$ cat config.mk
export PLATFORM = sky130hd
export DESIGN_NAME = deint_col_reader
export DESIGN_NICKNAME = d
export VERILOG_FILES = /design/src/rtl/deint_col_reader.sv
export SDC_FILE = /design/constraint.sdc
export NUM_CORES = 1
export LEC_CHECK = 0
export ABC_AREA = 1
export CAP_MARGIN = 5
export CORE_MARGIN = 8
export CORE_UTILIZATION = 40
export CTS_BUF_LIST = sky130_fd_sc_hd__clkbuf_4 sky130_fd_sc_hd__clkbuf_8
export DETAILED_ROUTE_END_ITERATION = 16
export GPL_TIMING_DRIVEN = 1
export PLACE_DENSITY = 0.66
export SETUP_SLACK_MARGIN = 0.3
export SLEW_MARGIN = 20
export SYNTH_ARGS = -nofsm -noshare
export SYNTH_HDL_FRONTEND = slang
export SYNTH_SLANG_ARGS = --single-unit
$ cat constraint.sdc
create_clock -name clk -period 5.6 [get_ports clk]
set_clock_uncertainty 0.2 [all_clocks]
set_input_delay 1.12 -clock clk [delete_from_list [all_inputs] [get_ports clk]]
set_output_delay 1.12 -clock clk [all_outputs]
set_load 0.005 [all_outputs]
$ cat src/rtl/deint_col_reader.sv
`default_nettype none
// =============================================================================
// Module   : deint_col_reader
// Brief    : Stores one code block row-wise into the deinterleaver RAM, then
//            reads it back column-wise and streams it to the turbo decoder.
// Revision : 1.0 - initial release
// =============================================================================
module deint_col_reader #(
  parameter int DW   = 8,
  parameter int AW   = 16,
  parameter int COLS = 16
) (
  input  logic          clk,
  input  logic          rst,
  input  logic          wen,
  input  logic [15:0]   enable,
  input  logic [15:0]   id_jump,
  input  logic [DW-1:0] din,
  input  logic [12:0]   m_len,
  input  logic          request,
  output logic          ram_we,
  output logic [AW-1:0] ram_waddr,
  output logic [DW-1:0] ram_wdata,
  output logic          ram_re,
  output logic [AW-1:0] ram_raddr,
  input  logic [DW-1:0] ram_rdata,
  output logic [DW-1:0] dout,
  output logic          dout_vld,
  output logic          done,
  output logic          err
);

  localparam int            CW         = $clog2(COLS);
  localparam logic [CW-1:0] C_LAST_COL = CW'(COLS - 1);
  localparam logic [AW-1:0] C_ROW_STEP = AW'(COLS);

  typedef enum logic [1:0] {
    S_IDLE  = 2'd0,
    S_FILL  = 2'd1,
    S_READ  = 2'd2,
    S_FLUSH = 2'd3
  } state_t;

  state_t        r_state, w_state_n;
  logic [AW-1:0] r_base, w_base_n;
  logic [AW-1:0] r_row_off, w_row_off_n;
  logic [12:0]   r_len, w_len_n;
  logic [12:0]   r_rows, w_rows_n;
  logic [12:0]   r_row, w_row_n;
  logic [12:0]   r_wr_cnt, w_wr_cnt_n;
  logic [CW-1:0] r_col, w_col_n;
  logic          r_flush, w_flush_n;
  logic          r_we, w_we_n;
  logic [AW-1:0] r_waddr;
  logic [DW-1:0] r_wdata;
  logic          r_re, w_re_n;
  logic [AW-1:0] r_raddr, w_raddr_n;
  logic          r_vld;
  logic          r_done, w_done_n;
  logic          r_err, w_err_n;
  logic          w_len_bad;
  logic [AW-1:0] w_waddr;

  // Block lengths must be a whole number of rows; zero is meaningless.
  assign w_len_bad = (m_len[CW-1:0] != '0) || (m_len == '0);
  assign w_waddr   = AW'(id_jump) + AW'(enable);

  // Next-state, counter and strobe decode.
  always_comb begin
    w_state_n   = r_state;
    w_base_n    = r_base;
    w_len_n     = r_len;
    w_rows_n    = r_rows;
    w_wr_cnt_n  = r_wr_cnt;
    w_col_n     = r_col;
    w_row_n     = r_row;
    w_row_off_n = r_row_off;
    w_flush_n   = 1'b0;
    w_we_n      = 1'b0;
    w_re_n      = 1'b0;
    w_raddr_n   = r_raddr;
    w_done_n    = 1'b0;
    w_err_n     = r_err;
    case (r_state)
      S_IDLE: begin
        if (wen) begin
          if (w_len_bad) begin
            w_err_n = 1'b1;
          end else begin
            w_we_n     = 1'b1;
            w_state_n  = S_FILL;
            w_base_n   = AW'(id_jump);
            w_len_n    = m_len;
            w_rows_n   = m_len >> CW;
            w_wr_cnt_n = 13'd1;
          end
        end
      end
      S_FILL: begin
        if (wen) begin
          w_we_n     = 1'b1;
          w_wr_cnt_n = r_wr_cnt + 13'd1;
          if (r_wr_cnt + 13'd1 == r_len) begin
            w_state_n   = S_READ;
            w_col_n     = '0;
            w_row_n     = '0;
            w_row_off_n = '0;
          end
        end
      end
      S_READ: begin
        if (wen) begin
          w_err_n = 1'b1;
        end
        if (request) begin
          w_re_n    = 1'b1;
          w_raddr_n = r_base + r_row_off + AW'(r_col);
          if (r_row == r_rows - 13'd1) begin
            w_row_n     = '0;
            w_row_off_n = '0;
            w_col_n     = r_col + 1'b1;
            if (r_col == C_LAST_COL) begin
              w_state_n = S_FLUSH;
            end
          end else begin
            w_row_n     = r_row + 13'd1;
            w_row_off_n = r_row_off + C_ROW_STEP;
          end
        end
      end
      S_FLUSH: begin
        // One cycle for the final RAM read to land, then signal completion.
        if (!r_flush) begin
          w_flush_n = 1'b1;
        end else begin
          w_done_n  = 1'b1;
          w_state_n = S_IDLE;
        end
      end
      default: w_state_n = S_IDLE;
    endcase
  end

  // State, counters and all registered outputs.
  always_ff @(posedge clk or posedge rst) begin
    if (rst) begin
      r_state   <= S_IDLE;
      r_base    <= '0;
      r_len     <= '0;
      r_rows    <= '0;
      r_wr_cnt  <= '0;
      r_col     <= '0;
      r_row     <= '0;
      r_row_off <= '0;
      r_flush   <= 1'b0;
      r_we      <= 1'b0;
      r_waddr   <= '0;
      r_wdata   <= '0;
      r_re      <= 1'b0;
      r_raddr   <= '0;
      r_vld     <= 1'b0;
      r_done    <= 1'b0;
      r_err     <= 1'b0;
    end else begin
      r_state   <= w_state_n;
      r_base    <= w_base_n;
      r_len     <= w_len_n;
      r_rows    <= w_rows_n;
      r_wr_cnt  <= w_wr_cnt_n;
      r_col     <= w_col_n;
      r_row     <= w_row_n;
      r_row_off <= w_row_off_n;
      r_flush   <= w_flush_n;
      r_we      <= w_we_n;
      if (w_we_n) begin
        r_waddr <= w_waddr;
        r_wdata <= din;
      end
      r_re      <= w_re_n;
      r_raddr   <= w_raddr_n;
      r_vld     <= r_re;
      r_done    <= w_done_n;
      r_err     <= w_err_n;
    end
  end

  assign ram_we    = r_we;
  assign ram_waddr = r_waddr;
  assign ram_wdata = r_wdata;
  assign ram_re    = r_re;
  assign ram_raddr = r_raddr;
  // RAM data arrives the cycle after ram_re; pass it through, gated by valid.
  assign dout      = r_vld ? ram_rdata : '0;
  assign dout_vld  = r_vld;
  assign done      = r_done;
  assign err       = r_err;

endmodule
`default_nettype wire
== Word-level counts from Yosys, hierarchy flattened ==
Cells that the tools add are included.
Operators by class
  bitwise logic cells: 1
  eq/ne operators: 16
  add/subtract/negate cells: 8
  mux-type cells: 43
  reduce and logical (&&, ||, !) cells: 14
Operators by type and width (number)
  $mux 13: 7
  $mux 16: 4
  $pmux 13 s2: 2
  $add 16x16->16: 2
  $pmux 16 s2: 1
  $add 13x1->13 const B: 2
  $eq 13x13->1: 2
  $ne 2x2->1 const B: 10
  $add 16x4->16: 1
  $add 16x5->16 const B: 1
  $mux 2: 8
  $mux 4: 4
  $logic_not 13->1: 1
  $mux 1: 12
  $reduce_and 4->1: 3
  $sub 9x1->10 const B: 1
  $mux 8: 1
  $pmux 2 s4: 1
  $pmux 4 s2: 1
  $reduce_and 8->1: 1
  $reduce_bool 2->1: 3
  $reduce_and 5->1: 1
  $add 4x1->4 const B: 1
  $eq 2x2->1 const B: 2
  9 further kinds: 10
Word-level totals
  input port bits: 65
  flip-flop bits (word level): 132
  output and inout port bits: 53
  word-level logic and storage cells: 99

== Depth between registers and ports, before layout ==
Gate-level depths: netlist (run 1).
  depth in word-level cells: 5
  depth in mapped cells: 16
  depth with buffers taken out: 15

== Worst setup path before layout (run 1) ==
Ideal clock, no wire load.
  path type: input-to-reg
  start: input enable[0]
  end: register r_waddr[14] (netlist: ram_waddr[14])
  library setup time: 0.082 ns
  stages: 9
  path buffers: 0
  arrival: 2.656 ns
  required time: 5.318 ns
  path slack: 2.663 ns
  cells stage by stage: ha_1 inv_1 fa_1 o21ai_0 nand4_1 nand3_1 a21boi_0 or2_2 a31oi_1
On the way
  longest elaborated chain between the ends: 1
Ends and longest elaborated chain
  start: declaration: RTL line 16  | input logic [15:0] enable,
  $add 16x16->16: RTL line 66  | assign w_waddr = AW'(id_jump) + AW'(enable);
  end signal: assignment: RTL line 176  | r_waddr <= w_waddr;
  end: declaration: RTL line 54  | logic [AW-1:0] r_waddr;
No other way between the ends.
A chain may end at the register's enable or synchronous reset.

== Worst setup path after layout (run 1) ==
  start: input ram_rdata[2]
  end: output dout[2]
On the way
  longest elaborated chain between the ends: 1
Ends and longest elaborated chain
  start: declaration: RTL line 26  | input logic [DW-1:0] ram_rdata,
  $mux 8: RTL line 193  | assign dout = r_vld ? ram_rdata : '0;
  end: declaration: RTL line 27  | output logic [DW-1:0] dout,
No other way between the ends.

==> flow_summary_export.csv, run 1 <==
group,metric,value,unit
clocking,cts_resized,0,
timing,hold_viol_final,0,
synth,synthTopCellsByCount,"344 x nand2_1, 119 x dfrtp_1, 95 x inv_1",
grt,grt_pass1_vias,6883,
timing,fin_setup_tns,0,ps
synth,yosysWarnings,0,
synth,synth_area,0.00777,mm2
grt,grt_max_degree,56,
synth,ys.flop_type,"dfrtp_1",
synth,yosys_register_bits,119,
timing,rsz0062_at_grt,"false",
worst_setup_path,crit_path_start_kind,"primary input",
die,core-area,0.0193,mm2
synth,synth_top_family_by_area,"simple AND/OR/NAND/NOR gates",
clocking,worstSkewPairLatency,450,ps
pwr,cellLeakagePower,4.58,nW
synth,synth_xor_area_frac,0.0615,
routing,routed_wl,19800,um
timing,drv_slew,0,
timing,fmax,0.285,GHz
grt,antenna_found_initial,0,
synth,synth_simple_gate_area_frac,0.290,
synth,yosysSeqAreaShare,0.383,
synth,synth_most_common_cell,"nand2_1",
placement,gp_congestion,0.859,
die,die_h,155,um
routing,drtIter0Drc,341,
die,die_w,155,um
die,initial_core_util,0.403,
grt,grt_util_all_layers,0.171,
worst_setup_path,path_class,"in -> out",
min_path,hold_path_class,"reg -> reg",
finish,layout-drive-gt1-share,0.0730,
clocking,cts-root-buf,"clkbuf_8",
timing,tightest_slew,912,ps
timing,hold_ws,175,ps
clocking,cts_tree,"yes",
synth,yosys.area.top_type,"dfrtp_1",
clocking,postCtsSetupRepairBufs,0,
worst_setup_path,worst-r2r-setup-slack,2570,ps
clocking,clkTransAtPathRegs,80,ps
routing,vias_per_cell,4.89,
pwr,peakVddDrop,0.209,mV
worst_setup_path,worstPathArrival,2190,ps
clocking,cts_sinks,119,
synth,yosysUniqueCellTypes,42,
clocking,cts_buffers,17,
synth,syn_inst,1026,
worst_setup_path,path_buf_inv,3,
timing,final.period_utilization,0.628,
synth,syn-num-nets,1146,
synth,synthArstFlopShare,1.00,
placement,dp.final_hpwl,15100,um
timing,layout_setup_ws,2090,ps
synth,synthAdderAreaFrac,0.0905,
worst_setup_path,cp-end-kind,"output pin",
synth,ys_top_cells_by_area,"dfrtp_1 38%, nand2_1 17%, ha_1 8.5%",
clocking,hold_buffers,0,
timing,setup_viol,0,
routing,avgRoutedWirePerCell,14.0,um
finish,final_net_count,1258,
worst_setup_path,reg2reg_depth,14,
worst_setup_path,crit_path_top_delay_cell,"clkdlybuf4s50_1",
routing,dr.pass1.iters,5,
finish,antenna_cells,0,
worst_setup_path,max_stage_delay,500,ps
die,rows,51,
routing,dr_total_vias,6930,
flow_run,max_cap_violations,0,
outcome,status,"completed",
min_path,holdPathStages,0,
pwr,p_per_area,402,mW/mm2
routing,ant_nets,0,
timing,min_period,3510,ps
synth,synthMuxAreaShare,0,
worst_setup_path,crit_required,4280,ps
synth,synth_edf_count,0,
worst_setup_path,path_cells,"clkdlybuf4s50_1 > nand2_1 > inv_1 > clkdlybuf4s50_1",
placement,port_buffers,117,
finish,area_growth,23.1,%
synth,avgSynthCellArea,7.57,um2
worst_setup_path,crit_top_cell,"clkdlybuf4s50_1",
synth,synth_top_area_frac,0.383,
synth,synth_compound_area_frac,0.108,
routing,drc_errors,0,
grt,grt_pass1_wl,33400,um
clocking,cts_max_path_buffers,2,
worst_setup_path,crit_fanout,1,
worst_setup_path,cp_top_family,"buffers and inverters",
placement,pre_cts_ws,1590,ps
timing,maxSlewHeadroom,0.387,
die,io_pins,118,
worst_setup_path,cp.depth,4,
clocking,htreeDepth,4,
grt,grt-ovfl-total,0,
die,dieArea,0.0241,mm2
[cell type report]
cell class              count  area [um2]
clock inverters            14         154
repair buffers            123        1220
fillers                  1894        9710
inverters                  96         363
clock buffers              18         241
well taps                 265         332
flip-flops and latches    119        2980
multi-input cells         781        4280
[cell families after synthesis]
kind of cell,count (synthesis)
AOI/OAI and AO/OA,134
xor gates and xnor gates,53
adders and majority gates,55
buffers and inverters,126
DFF,119
and+or+nand+nor,539
[sequential cells by signal, summed over array words and instances, names as in the netlist]
| register | count |
|---|---|
| r_flush | 1 |
| r_wr_cnt | 13 |
| done | 1 |
| dout_vld | 1 |
| err | 1 |
| r_row_off | 12 |
| ram_wdata | 8 |
| r_state | 2 |
| r_base | 16 |
| r_row | 13 |
| ram_raddr | 16 |
| ram_waddr | 16 |
| r_col | 4 |
| ram_re | 1 |
| r_len | 13 |
| ram_we | 1 |
[stage by stage]
step | power, mW | cell area, um2 | utilization | std cells
finish | 3.84 | 9560 | 0.496 | 1416
global route | 4.17 | 9560 | 0.496 | 1416
CTS | 3.88 | 9560 | 0.496 | 1416
detailed placement | 3.07 | 9170 | 0.476 | 1384
global placement | 3.05 | 9170 | 0.476 | 1384
floorplan | 2.43 | 7770 | - | 1026
[report_power, final]
part | internal (mW) | leakage (nW) | switching, mW | total, mW
logic | 0.729 | 2.85 | 0.919 | 1.65
registers | 1.15 | 1.55 | 0.258 | 1.41
clock network | 0.402 | 0.181 | 0.385 | 0.787
[worst reg2reg max path, delay by kind of cell, from the launching register on]
family	cells	cell delay [ps]
adder cells (fa/ha/maj)	1	300
AND/OR/NAND/NOR	11	1580
flip-flops	1	460
AO/OA/AOI/OAI	2	350
[final timing paths]
| check | startpoint | to |
|---|---|---|
| worst max-delay path | ram_rdata[2] | dout[2] |
| worst min-delay path | ram_re$_DFF_PP0_ | dout_vld$_DFF_PP0_ |
| worst max register to register | r_wr_cnt[0]$_DFFE_PP0P_ | r_row[0]$_DFFE_PP0P_ |
| max in group asynchronous | rst | r_len[0]$_DFFE_PP0P_ |
| worst min register to register | ram_re$_DFF_PP0_ | dout_vld$_DFF_PP0_ |
| min in group asynchronous | rst | r_row[3]$_DFFE_PP0P_ |
[layout by cell type (no fill, tap or decap), types with 4 or more instances in the layout]
| master | instances |
|---|---|
| a21oi_1 | 29 |
| a31oi_1 | 6 |
| buf_4 | 6 |
| clkbuf_8 | 17 |
| clkdlybuf4s50_1 | 117 |
| clkinv_4 | 4 |
| clkinvlp_4 | 6 |
| dfrtp_1 | 119 |
| ha_1 | 52 |
| inv_1 | 94 |
| nand2_1 | 344 |
| nand3_1 | 52 |
| nand3b_1 | 5 |
| nand4_1 | 21 |
| nor2_1 | 85 |
| nor2_2 | 5 |
| nor3_1 | 8 |
| nor4_1 | 6 |
| o21ai_0 | 48 |
| o21ai_2 | 25 |
| o22ai_1 | 11 |
| xnor2_1 | 23 |
| xor2_1 | 29 |
[per-layer routing]
layer / share of wire / vias to the layer above / global-route usage
met1: 0.46 / 3181 / 0.217
met3: 0.081 / 18 / 0.0624
met2: 0.44 / 179 / 0.266
met5: 0 / - / 0
met4: 0.015 / 0 / 0.0527
li1: - / 3552 / -
Power figures use the tool's default switching activity.
==> inputs of run 2 (changes only) <==
--- a/config.mk
+++ b/config.mk
@@ -12,7 +12,7 @@
 export CTS_BUF_LIST = sky130_fd_sc_hd__clkbuf_4 sky130_fd_sc_hd__clkbuf_8
 export DETAILED_ROUTE_END_ITERATION = 16
 export GPL_TIMING_DRIVEN = 1
-export PLACE_DENSITY = 0.66
+export PLACE_DENSITY = 0.68
 export SETUP_SLACK_MARGIN = 0.3
 export SLEW_MARGIN = 20
 export SYNTH_ARGS = -nofsm -noshare
==> constraint.sdc (replaced) <==
create_clock -name clk -period 2.95 [get_ports clk]
set_clock_uncertainty 0.2 [all_clocks]
set_input_delay 0.59 -clock clk [delete_from_list [all_inputs] [get_ports clk]]
set_output_delay 0.59 -clock clk [all_outputs]
set_load 0.005 [all_outputs]
==> run 2 against run 1 <==
Worst hold slack improved by 3.5 ps. Via count grew 1.2%. Total power grew 95%. Register-to-register slack worse by 2200 ps. Sequential power rose by 89%. First-iteration DRC count down 11%. Critical path depth is 7 higher. Routed wire length rose by 0.31%. Largest cell class unchanged. Largest power group unchanged. Highest routed layer unchanged.
==> flow_summary_export.csv, run 2 (same netlist as run 1, synthesis figures left out) <==
group,metric,value,unit
placement,dp.final_hpwl,15200,um
worst_setup_path,path_buf_inv,3,
worst_setup_path,r2r_end,"ram_raddr[13]$_DFFE_PP0P_",
routing,routed-wl-met2,9110,um
clocking,clkTransAtPathRegs,70,ps
clocking,cts_sinks,119,
finish,fill_cells,1868,
finish,final_net_count,1280,
pwr,fin_total_pwr,7.48,mW
pwr,power_frac_seq,0.356,
routing,drc_errors,0,
worst_setup_path,r2r-start,"r_base[1]$_DFFE_PP0P_",
timing,rsz0062_at_grt,"true",
routing,drtIter0Drc,305,
clocking,cts_buffers,17,
routing,dr_wl_met3,1670,um
worst_setup_path,crit_fanout,3,
worst_setup_path,worstPathArrival,2750,ps
worst_setup_path,cp.depth,11,
die,io_pins,118,
timing,layout_setup_ws,369,ps
pwr,power_frac_clock,0.195,
grt,grt_pass1_vias,7049,
routing,vias_per_cell,4.88,
pwr,p_comb_frac,0.449,
finish,final_common_cell,"nand2_1",
flow_run,max_cap_violations,0,
worst_setup_path,cp-end-kind,"flop",
worst_setup_path,crit_required,3120,ps
pwr,p_per_area,759,mW/mm2
pwr,cellLeakagePower,4.72,nW
finish,final_core_util,0.512,
timing,min_period,2580,ps
timing,setup_viol,0,
grt,grt-ovfl-total,0,
pwr,switching_power,2.97,mW
routing,top_layer,"met4",
worst_setup_path,path_cells,"clkdlybuf4s50_1 > ha_1 > inv_1 > fa_2 > o21ai_0 > buf_4 > nand4_1 > nand3_2 > a21boi_0 > or2_2 > a31oi_1",
worst_setup_path,reg2reg_depth,11,
clocking,htreeDepth,4,
pwr,switching_share,0.397,
timing,final.period_utilization,0.875,
worst_setup_path,cp_top_family,"buffers and inverters",
timing,tightest_slew,639,ps
min_path,hold_start,"ram_re$_DFF_PP0_",
routing,dr_total_vias,7014,
min_path,hold_path_class,"reg -> reg",
placement,gp_congestion,0.894,
grt,antenna_found_initial,0,
routing,drt-met1-wl,8860,um
clocking,cts_max_path_buffers,2,
outcome,status,"completed",
worst_setup_path,path_class,"in -> reg",
worst_setup_path,crit_path_start_kind,"primary input",
finish,layout-drive-gt1-share,0.101,
die,core-area,0.0193,mm2
placement,pre_cts_ws,-105,ps
worst_setup_path,max_stage_delay,490,ps
grt,grt_pass1_wl,33600,um
pwr,p_int,4.51,mW
die,rows,51,
timing,hold_viol_final,0,
worst_setup_path,crit_path_top_delay_cell,"clkdlybuf4s50_1",
worst_setup_path,worst-r2r-setup-slack,410,ps
clocking,cts-root-buf,"clkbuf_8",
finish,final_cell_mix,"343 x nand2_1, 118 x dfrtp_1, 117 x clkdlybuf4s50_1, 93 x inv_1, 84 x nor2_1",
die,initial_core_util,0.403,
die,dieArea,0.0241,mm2
finish,antenna_cells,0,
routing,avgRoutedWirePerCell,13.8,um
routing,ant_nets,0,
clocking,cts_tree,"yes",
clocking,hold_buffers,0,
finish,area_growth,27.0,%
routing,dr.pass1.iters,4,
timing,drv_slew,0,
min_path,hold_end,"dout_vld$_DFF_PP0_",
die,die_w,155,um
clocking,worstSkewPairLatency,440,ps
routing,routed_wl,19900,um
pwr,peakVddDrop,0.301,mV
die,die_h,155,um
grt,grt_max_degree,53,
timing,maxSlewHeadroom,0.573,
timing,fmax,0.387,GHz
placement,port_buffers,117,
min_path,holdPathStages,0,
grt,grt_util_all_layers,0.171,
## run 2: cell types whose count changed in the layout (fill, tap and decap cells not counted), moves of 3 or more
cell	change
o21ai_1	+3
clkinv_2	+4
buf_12	+6
clkinv_4	-3
o21ai_0	-4
buf_4	+16
## run 2: metal layers
layer  vias to the layer above  track usage
li1                       3603            -
met1                      3205        0.210
met2                       187        0.277
met3                        19       0.0627
met4                         0       0.0494
met5                         -            0
## run 2: through the flow
step	cell area, um2	hold WS [ps]	std cells	TNS (ps)
2_1_floorplan	7770	176	1026	0
3_3_place_gp	9360	156	1399	-25.8
3_5_place_dp	9360	165	1399	-105
4_1_cts	9760	176	1433	0
5_1_grt	9860	196	1438	0
6_report	9860	179	1438	0
## run 2: worst max-delay path by stage
stage	startpoint	to	slack, ps
finish	id_jump[0]	ram_waddr[14]$_DFFE_PP0P_	370
global route	r_col[2]$_DFFE_PP0P_	ram_raddr[10]$_DFFE_PP0P_	250
CTS	r_base[1]$_DFFE_PP0P_	ram_raddr[13]$_DFFE_PP0P_	270
detailed placement	id_jump[0]	ram_waddr[14]$_DFFE_PP0P_	-110
global placement	id_jump[0]	ram_waddr[14]$_DFFE_PP0P_	-30
floorplan	r_col[1]$_DFFE_PP0P_	ram_raddr[13]$_DFFE_PP0P_	410
## run 2: final cells by class
| cell class | count | area [um2] | area share |
|---|---|---|---|
| multi-input cells | 781 | 4350 | 0.441 |
| well taps | 265 | 332 | 0.0336 |
| clock buffers | 19 | 255 | 0.0259 |
| inverters | 96 | 364 | 0.0369 |
| repair buffers | 145 | 1460 | 0.148 |
| flip-flops and latches | 119 | 2980 | 0.302 |
| clock inverters | 13 | 131 | 0.0133 |
## run 2: worst register-to-register path, delay by kind of cell, from the launching register on
kind	cells	cell delay, ps
adders and majority gates	3	900
AOI/OAI and AO/OA	4	500
xor gates and xnor gates	1	160
and+or+nand+nor	3	290
DFF	1	410
## run 2: power groups by stage
stage	Combinational (mW)	Sequential, mW	Clock, mW
floorplan	2.06	2.56	0
global placement	3.23	2.68	0
detailed placement	3.28	2.67	0
CTS	3.32	2.66	1.49
global route	3.81	2.73	1.57
finish	3.36	2.66	1.46
## run 2: timing repair
item,in CTS,in global routing
endpoints found under the setup margin,27,38
setup buffers,2,5
pin swaps,1,4
gates resized for setup,3,17
endpoints found under the hold margin,0,0
